**src/rtl/max7219_cascade_if.sv**
```systemverilog
// max7219_cascade_if
//   Drives a daisy chain of G_NB_DEVICES MAX7219 drivers from one DIN/CLK/LOAD bus.
//   A request serialises one 16-bit word per device. The farthest device's word is sent first,
//   each word MSB first. An optional LOAD pulse follows the frame.
//   Devices whose i_dev_en bit is 0 receive a NO-OP word (16'h0000), so their state is untouched.
//
// Parameters:
//   G_NB_DEVICES      number of cascaded devices (1..16)
//   G_MAX_HALF_PERIOD o_max7219_clk half period in clk cycles (>=1)
//   G_LOAD_DURATION   o_max7219_load high time in clk cycles (>=1)
//
// Ports:
//   clk, rst_n      system clock, synchronous active-low reset
//   i_start         request pulse, accepted when not busy
//   i_en_load       sampled with i_start; 1 issues LOAD after the frame
//   i_data          word for device d at [16d+15:16d]; device 0 is nearest the FPGA
//   i_dev_en        sampled with i_start; bit d = 0 sends NO-OP to device d
//   o_max7219_load  LOAD/CS pin
//   o_max7219_data  DIN pin
//   o_max7219_clk   serial clock pin
//   o_busy          high from acceptance through the o_done cycle
//   o_done          one-cycle pulse at the end of a request
//
// Build option:
//   MAX7219_CASCADE_PENDING_REQ_EN  adds a one-entry request buffer. A start while busy is held
//                                   (last wins) and is launched straight from the DONE cycle.
//                                   Without it, starts while busy are dropped.

module max7219_cascade_if #(
  parameter int unsigned G_NB_DEVICES      = 4,
  parameter int unsigned G_MAX_HALF_PERIOD = 4,
  parameter int unsigned G_LOAD_DURATION   = 4
) (
  input  logic                         clk,
  input  logic                         rst_n,
  input  logic                         i_start,
  input  logic                         i_en_load,
  input  logic [16*G_NB_DEVICES-1:0]   i_data,
  input  logic [G_NB_DEVICES-1:0]      i_dev_en,
  output logic                         o_max7219_load,
  output logic                         o_max7219_data,
  output logic                         o_max7219_clk,
  output logic                         o_busy,
  output logic                         o_done
);

  localparam int unsigned FrameW = 16 * G_NB_DEVICES;
  localparam int unsigned BitW   = $clog2(FrameW + 1);
  localparam int unsigned HalfW  = $clog2(G_MAX_HALF_PERIOD + 1);
  localparam int unsigned LoadW  = $clog2(G_LOAD_DURATION + 1);

  typedef enum logic [1:0] {StIdle, StShift, StLoad, StDone} state_e;

  state_e            state_q, state_d;
  logic [HalfW-1:0]  hcnt_q, hcnt_d;
  logic [BitW-1:0]   bcnt_q, bcnt_d;
  logic [LoadW-1:0]  lcnt_q, lcnt_d;
  logic [FrameW-1:0] shreg_q, shreg_d;
  logic              en_load_q, en_load_d;
  logic              load_q, load_d;
  logic              data_q, data_d;
  logic              sclk_q, sclk_d;
  logic              busy_q, busy_d;
  logic              done_q, done_d;

  logic              launch;
  logic [FrameW-1:0] launch_frame;
  logic              launch_en_load;

  // Frame bit layout equals i_data layout: word N-1 sits at the top and is shifted out first.
  function automatic logic [FrameW-1:0] build_frame(input logic [FrameW-1:0]       data,
                                                    input logic [G_NB_DEVICES-1:0] en);
    logic [FrameW-1:0] frame;
    frame = '0;
    for (int d = 0; d < int'(G_NB_DEVICES); d++) begin
      frame[16*d +: 16] = en[d] ? data[16*d +: 16] : 16'h0000;
    end
    return frame;
  endfunction

`ifdef MAX7219_CASCADE_PENDING_REQ_EN
  logic                    pend_valid_q, pend_valid_d;
  logic [FrameW-1:0]       pend_data_q, pend_data_d;
  logic [G_NB_DEVICES-1:0] pend_dev_en_q, pend_dev_en_d;
  logic                    pend_en_load_q, pend_en_load_d;

  always_comb begin
    pend_valid_d   = pend_valid_q;
    pend_data_d    = pend_data_q;
    pend_dev_en_d  = pend_dev_en_q;
    pend_en_load_d = pend_en_load_q;
    if (busy_q && i_start) begin
      pend_valid_d   = 1'b1;
      pend_data_d    = i_data;
      pend_dev_en_d  = i_dev_en;
      pend_en_load_d = i_en_load;
    end
    // DONE either launches whatever is pending (buffer or a same-cycle start) or has nothing.
    if (state_q == StDone) begin
      pend_valid_d = 1'b0;
    end
  end

  always_ff @(posedge clk) begin
    if (!rst_n) begin
      pend_valid_q   <= 1'b0;
      pend_data_q    <= '0;
      pend_dev_en_q  <= '0;
      pend_en_load_q <= 1'b0;
    end else begin
      pend_valid_q   <= pend_valid_d;
      pend_data_q    <= pend_data_d;
      pend_dev_en_q  <= pend_dev_en_d;
      pend_en_load_q <= pend_en_load_d;
    end
  end
`endif

  always_comb begin
    state_d        = state_q;
    hcnt_d         = hcnt_q;
    bcnt_d         = bcnt_q;
    lcnt_d         = lcnt_q;
    shreg_d        = shreg_q;
    en_load_d      = en_load_q;
    load_d         = load_q;
    data_d         = data_q;
    sclk_d         = sclk_q;
    busy_d         = busy_q;
    done_d         = 1'b0;
    launch         = 1'b0;
    launch_frame   = '0;
    launch_en_load = 1'b0;

    unique case (state_q)
      StIdle: begin
        if (i_start) begin
          launch         = 1'b1;
          launch_frame   = build_frame(i_data, i_dev_en);
          launch_en_load = i_en_load;
        end
      end

      StShift: begin
        if (hcnt_q == HalfW'(G_MAX_HALF_PERIOD - 1)) begin
          hcnt_d = '0;
          if (!sclk_q) begin
            sclk_d = 1'b1;
          end else begin
            // End of a bit slot.
            sclk_d = 1'b0;
            if (bcnt_q == BitW'(FrameW - 1)) begin
              data_d  = 1'b0;
              shreg_d = '0;
              if (en_load_q) begin
                state_d = StLoad;
                load_d  = 1'b1;
                lcnt_d  = '0;
              end else begin
                state_d = StDone;
                done_d  = 1'b1;
              end
            end else begin
              bcnt_d  = bcnt_q + BitW'(1);
              shreg_d = {shreg_q[FrameW-2:0], 1'b0};
              data_d  = shreg_q[FrameW-2];
            end
          end
        end else begin
          hcnt_d = hcnt_q + HalfW'(1);
        end
      end

      StLoad: begin
        if (lcnt_q == LoadW'(G_LOAD_DURATION - 1)) begin
          load_d  = 1'b0;
          state_d = StDone;
          done_d  = 1'b1;
        end else begin
          lcnt_d = lcnt_q + LoadW'(1);
        end
      end

      StDone: begin
`ifdef MAX7219_CASCADE_PENDING_REQ_EN
        // A start in this very cycle is newer than the buffer, so it wins.
        if (i_start) begin
          launch         = 1'b1;
          launch_frame   = build_frame(i_data, i_dev_en);
          launch_en_load = i_en_load;
        end else if (pend_valid_q) begin
          launch         = 1'b1;
          launch_frame   = build_frame(pend_data_q, pend_dev_en_q);
          launch_en_load = pend_en_load_q;
        end else begin
          state_d = StIdle;
          busy_d  = 1'b0;
        end
`else
        state_d = StIdle;
        busy_d  = 1'b0;
`endif
      end

      default: begin
        state_d = StIdle;
      end
    endcase

    // First bit slot begins the cycle after launch, clock low, MSB of the frame on DIN.
    if (launch) begin
      state_d   = StShift;
      hcnt_d    = '0;
      bcnt_d    = '0;
      shreg_d   = launch_frame;
      data_d    = launch_frame[FrameW-1];
      sclk_d    = 1'b0;
      en_load_d = launch_en_load;
      busy_d    = 1'b1;
    end
  end

  always_ff @(posedge clk) begin
    if (!rst_n) begin
      state_q   <= StIdle;
      hcnt_q    <= '0;
      bcnt_q    <= '0;
      lcnt_q    <= '0;
      shreg_q   <= '0;
      en_load_q <= 1'b0;
      load_q    <= 1'b0;
      data_q    <= 1'b0;
      sclk_q    <= 1'b0;
      busy_q    <= 1'b0;
      done_q    <= 1'b0;
    end else begin
      state_q   <= state_d;
      hcnt_q    <= hcnt_d;
      bcnt_q    <= bcnt_d;
      lcnt_q    <= lcnt_d;
      shreg_q   <= shreg_d;
      en_load_q <= en_load_d;
      load_q    <= load_d;
      data_q    <= data_d;
      sclk_q    <= sclk_d;
      busy_q    <= busy_d;
      done_q    <= done_d;
    end
  end

  assign o_max7219_load = load_q;
  assign o_max7219_data = data_q;
  assign o_max7219_clk  = sclk_q;
  assign o_busy         = busy_q;
  assign o_done         = done_q;

endmodule

```
**config.mk**
```make
export PLATFORM = sky130hd
export DESIGN_NAME = max7219_cascade_if
export DESIGN_NICKNAME = d
export VERILOG_FILES = /design/src/rtl/max7219_cascade_if.sv
export SDC_FILE = /design/constraint.sdc
export NUM_CORES = 1
export LEC_CHECK = 0
export CAP_MARGIN = 10
export CELL_PAD_IN_SITES_DETAIL_PLACEMENT = 2
export CELL_PAD_IN_SITES_GLOBAL_PLACEMENT = 2
export CORE_ASPECT_RATIO = 2
export CORE_UTILIZATION = 32
export CTS_BUF_LIST = sky130_fd_sc_hd__clkbuf_4 sky130_fd_sc_hd__clkbuf_8
export CTS_CLUSTER_DIAMETER = 120
export DETAILED_ROUTE_END_ITERATION = 10
export PLACE_DENSITY_LB_ADDON = 0.1
export SKIP_LAST_GASP = 1
export SYNTH_ARGS = -nofsm -noshare
export SYNTH_HDL_FRONTEND = slang
export SYNTH_SLANG_ARGS = --single-unit
```
**constraint.sdc**
```tcl
create_clock -name clk -period 2.1 [get_ports clk]
set_input_delay 0.525 -clock clk [delete_from_list [all_inputs] [get_ports clk]]
set_output_delay 0.525 -clock clk [all_outputs]
set_load 0.01 [all_outputs]
```
== Word-level counts from Yosys, hierarchy flattened ==
Index checks and enable logic that the tools add are counted.
W data, S select, Z words.
Cells by class
  bitwise operators: 2
  eq/ne operators: 16
  mux-type cells: 49
  reduce and logical (&&, ||, !) cells: 16
  add/sub/neg operators: 3
Operators by type and width (number)
  $mux W63: 5
  $mux W64: 2
  $mux W16: 4
  $mux W1: 24
  $mux W3: 6
  $ne A2 B2 Y1 const B: 6
  $ne A3 B3 Y1 const B: 4
  $reduce_and A6 Y1: 2
  $reduce_and A5 Y1: 2
  $reduce_bool A2 Y1: 5
  $mux W2: 4
  $add A7 B1 Y7 const B: 1
  $eq A7 B6 Y1 const B: 1
  $add A3 B1 Y3 const B: 2
  $eq A3 B2 Y1 const B: 2
  $pmux W2 S3: 1
  $pmux W3 S2: 1
  $eq A2 B2 Y1 const B: 2
  $pmux W1 S2: 2
  $reduce_and A4 Y1: 1
  $reduce_bool A4 Y1: 1
  $reduce_and A3 Y1: 1
  $reduce_bool A3 Y1: 1
  $eq A2 B1 Y1 const B: 1
  other kinds (4): 5
Storage, ports and cells
  logic and storage cells: 98
  register bits after elaboration: 84
  input port bits: 72
  output and inout port bits: 5

== Longest topological paths before layout ==
Gate-level depths: netlist of the first run.
  depth after elaboration: 6
  depth in mapped cells: 8
  mapped depth without buffers: 6

== Worst setup path before layout of the first run ==
No wires, ideal clock.
  path kind: flip-flop to flip-flop
  start point: register state_q[0]
  end point: register shreg_q[50]
  setup time: 0.086 ns
  path slack: 0.265 ns
  clock period less this slack: 1.835 ns
  data required time: 2.014 ns
  arrival: 1.750 ns
  buffers on the path: 2
  cell stages (with the launch flop): 9
  path through: dfxtp_1 > inv_1 > ha_1 > nand2_1 > o21a_1 > buf_2 > clkbuf_1 > a22oi_1 > a211oi_1
On the way
  cells in the longest elaborated chain, start to end: 4
  elaborated cells on any way between the ends: 9
  classes of those cells: eq/ne: 1; mux: 3; reduce/logical: 5
RTL lines
  from (decl): RTL line 54  | state_e state_q, state_d;
  from (signal assigned): RTL line 225  | state_q <= StIdle;
  from (signal assigned): RTL line 237  | state_q <= state_d;
  $logic_not A2 Y1: RTL line 135  | unique case (state_q)
  $mux W1: RTL line 135
  $reduce_bool A2 Y1 (no line)
  $reduce_and A3 Y1 (no line)
  to (signal assigned): RTL line 241  | shreg_q <= shreg_d;
  to (decl): RTL line 58  | logic [FrameW-1:0] shreg_q, shreg_d;
Parallel ways exist; a longest one is shown, timed or not.
A chain may end at the register's enable or synchronous reset.

== Worst setup path after layout of the first run ==
  start point: register bcnt_q[0]
  end point: register state_q[0]
On the way
  cells in the longest elaborated chain, start to end: 3
RTL lines
  from (decl): RTL line 56  | logic [BitW-1:0] bcnt_q, bcnt_d;
  from (signal assigned): RTL line 239  | bcnt_q <= bcnt_d;
  $eq A7 B6 Y1: RTL line 152  | if (bcnt_q == BitW'(FrameW - 1)) begin
  $ne A3 B3 Y1 (no line)
  $reduce_and A5 Y1 (no line)
No other way between the ends.

==> results of run 1 <==
-- tightest hold or removal path, delay by kind of cell, from the launching register on --
family                 cells  cell delay [ps]
AO/OA/AOI/OAI              1               40
flip-flops                 1              330
buffers and inverters      1               70
-- layer usage --
metal	track usage	vias up	part of all wire
li1	-	1683	-
met1	0.212	1719	0.39
met2	0.391	54	0.56
met3	0.0356	11	0.029
met4	0.0723	0	0.016
met5	0	-	0
-- state kept, by name, indices dropped and copies added (netlist names) --
register and flops:
o_max7219_clk 1, shreg_q 63, o_done 1, o_max7219_data 1, en_load_q 1, o_max7219_load 1
o_busy 1, lcnt_q 3, state_q 2, bcnt_q 7, hcnt_q 3
-- layout make-up --
class | instances | area share
Clock buffer | 12 | 0.0306
Clock inverter | 4 | 0.0145
Inverter | 6 | 0.00451
Multi-Input combinational cell | 285 | 0.369
Sequential cell | 84 | 0.337
Tap cell | 142 | 0.0356
Timing Repair Buffer | 97 | 0.209
-- through the flow --
step / util / instances / hold slack (ps) / total power [uW] / area, sq um
after floorplan: - / 413 / 420 / 3890 / 3690
final: 0.442 / 630 / 482 / 6130 / 4990
after global routing: 0.442 / 630 / 507 / 6580 / 4990
after CTS: 0.442 / 630 / 486 / 6240 / 4990
after detailed placement: 0.422 / 614 / 448 / 4870 / 4770
after global placement: 0.422 / 614 / 439 / 4700 / 4770
-- path summary, 6_finish.rpt --
check	start	endpoint	slack [ps]	depth (start not counted)
max	bcnt_q[0]$_SDFFE_PP0P_	state_q[0]$_SDFFE_PN0P_	90	5
min	hcnt_q[2]$_SDFFE_PP0P_	hcnt_q[2]$_SDFFE_PP0P_	480	2
max reg2reg	bcnt_q[0]$_SDFFE_PP0P_	state_q[0]$_SDFFE_PN0P_	90	5
min reg2reg	hcnt_q[2]$_SDFFE_PP0P_	hcnt_q[2]$_SDFFE_PP0P_	480	2
-- placed cells by master, fill, tap and decap left out, drive strengths merged, types with 2 or more instances in the layout --
master         Yosys  routed
o41a               2       2
buf               11      21
dfxtp             84      84
clkbuf            27      12
o211ai             2       2
nand2             15      15
and3               4       4
o31ai              2       2
a211oi            63      63
clkdlybuf4s50      0      76
nand2b             4       4
inv                5       6
nand3              9       9
a31oi              2       2
nor2              74      74
a21oi              9       9
o21ai              2       2
o32ai              2       2
bufinv             0       2
nand3b             3       3
a22oi             62      62
ha                 9       9
o22ai              2       2
or4                3       3
xor2               3       3
-- where the power goes --
| group | switching, uW | internal, uW |
|---|---|---|
| Combinational | 1400 | 1120 |
| Clock | 592 | 729 |
| Sequential | 254 | 2040 |
| Total | 2240 | 3890 |
-- cell families (layout without fill, tap and decap cells) --
logic type,Yosys count,after routing,share of synthesized area
mux,2,2,0.00576
compound gates,151,151,0.302
flops,84,84,0.456
buf+inv,44,119,0.0478
simple gates,119,119,0.149
xor+xnor,4,4,0.00950
fa+ha+maj,9,9,0.0305
==> metrics, run 1 <==
part of the cycle the worst path needs 0.957; top cells by count, synth 84 x dfxtp_1, 74 x nor2_1, 63 x a211oi_1; outcome finished clean; Vias ~3500; Post CTS Setup Buffer Count 0; crit path DAT ~2300 ps; fill cell count 1256; I/O Buffers 76; drt total wl approximately 12000 microns; RSZ-0062 raised after global routing no; TritonCTS Buffers 9; vias in the first global route 3781; CP delay by family, top compound AO/OA/AOI/OAI gates; syn nets 494; WP buf/inv 0; # IOs 77; H-tree levels 3; worst-margin pin slew 528 ps; FF+latch count, synth 84; Iteration-0 DRC Markers roughly 110; Critical Path Max Stage Delay 500 ps; ys flop type dfxtp_1; maximum VDD drop around 500 uV; CTS Buffer Depth 2; most common cell in the netlist dfxtp_1; Yosys cell types 43; grt ovf 0; DRT Pass-1 Iters 4; critical-path cell list ha_1 -> nand3_4 -> o41a_1 -> or4b_1 -> a31oi_1; number of synthesized flops with an enable pin 0; Ant. Diodes 0; pin count of the biggest net entering global routing 57; crit path capture type register; total of max-cap violations 0; CTS Hold Bufs 0; Final Wtd Congestion slightly above 0.7; Final setup viols 0; Die H 154 microns; Seq/Total Area, Yosys 0.456; Multi-input gate area 1840 sq um; core area 11300 sq um; final antenna-violating net count 0; Rows between 50 and 60; Detailed Place HPWL 8370 microns; DR WL/cell 18.5 microns; Starting Density 0.327; worst hold-check path type reg -> reg; final hold vios 0; number of remaining DRC errors 0; clk_lat worst skew 350 ps; first-pass GRT wire length 18900 microns; CTS tree yes; Final Worst Setup Slack 89.4 ps; routed vias/inst roughly 5.5; aggregate global-route resource usage 0.202; CP Launch Type register; slowest CP cell or4b_1; Die X about 80 microns; minimum clock period 2010 ps; Root Driver clkbuf_8; Max Clock Freq between 0.4 and 0.5 GHz; Data required, critical path 2380 ps; largest area contributor in the netlist dfxtp_1; pwr/cell area 1230 nW/um^2; Post-Route Setup TNS 0 ps; final slew viol count 0; asr flop ratio synth 0; synthesized area 3690 sq um; syn avg cell area around 8.9 sq um; worst-path fanout max 9; crit path kind reg -> reg; Storage cell area 1680 sq um; Synth area leaders dfxtp_1 46%, a211oi_1 13%, a22oi_1 13%; fraction of layout instances using a drive strength above 1 0.0943; Lkg Pwr around 0.0017 uW; die area 12000 sq um; Clock Sinks between 80 and 90; share of the synthesized area in the top cell type 0.456; Final Net Count 564; area growth from synthesis to layout 35.3%; clk slew on worst S/H paths 80 ps; Fin Clk Skew 10.5 ps; worst slack, placed about 70 ps; Slew HR 0.647; antenna violations before repair 0; PostCTS Resize Cnt 0; Yosys warnings 0; Post-Synthesis Cells 413
(Power assumes the default switching activity.)
==> run 2, diff against run 1 <==
- SLEW_MARGIN: unset -> 5
==> results of run 2 <==
No change in the layout: final DEF, timing and power equal those of run 1.
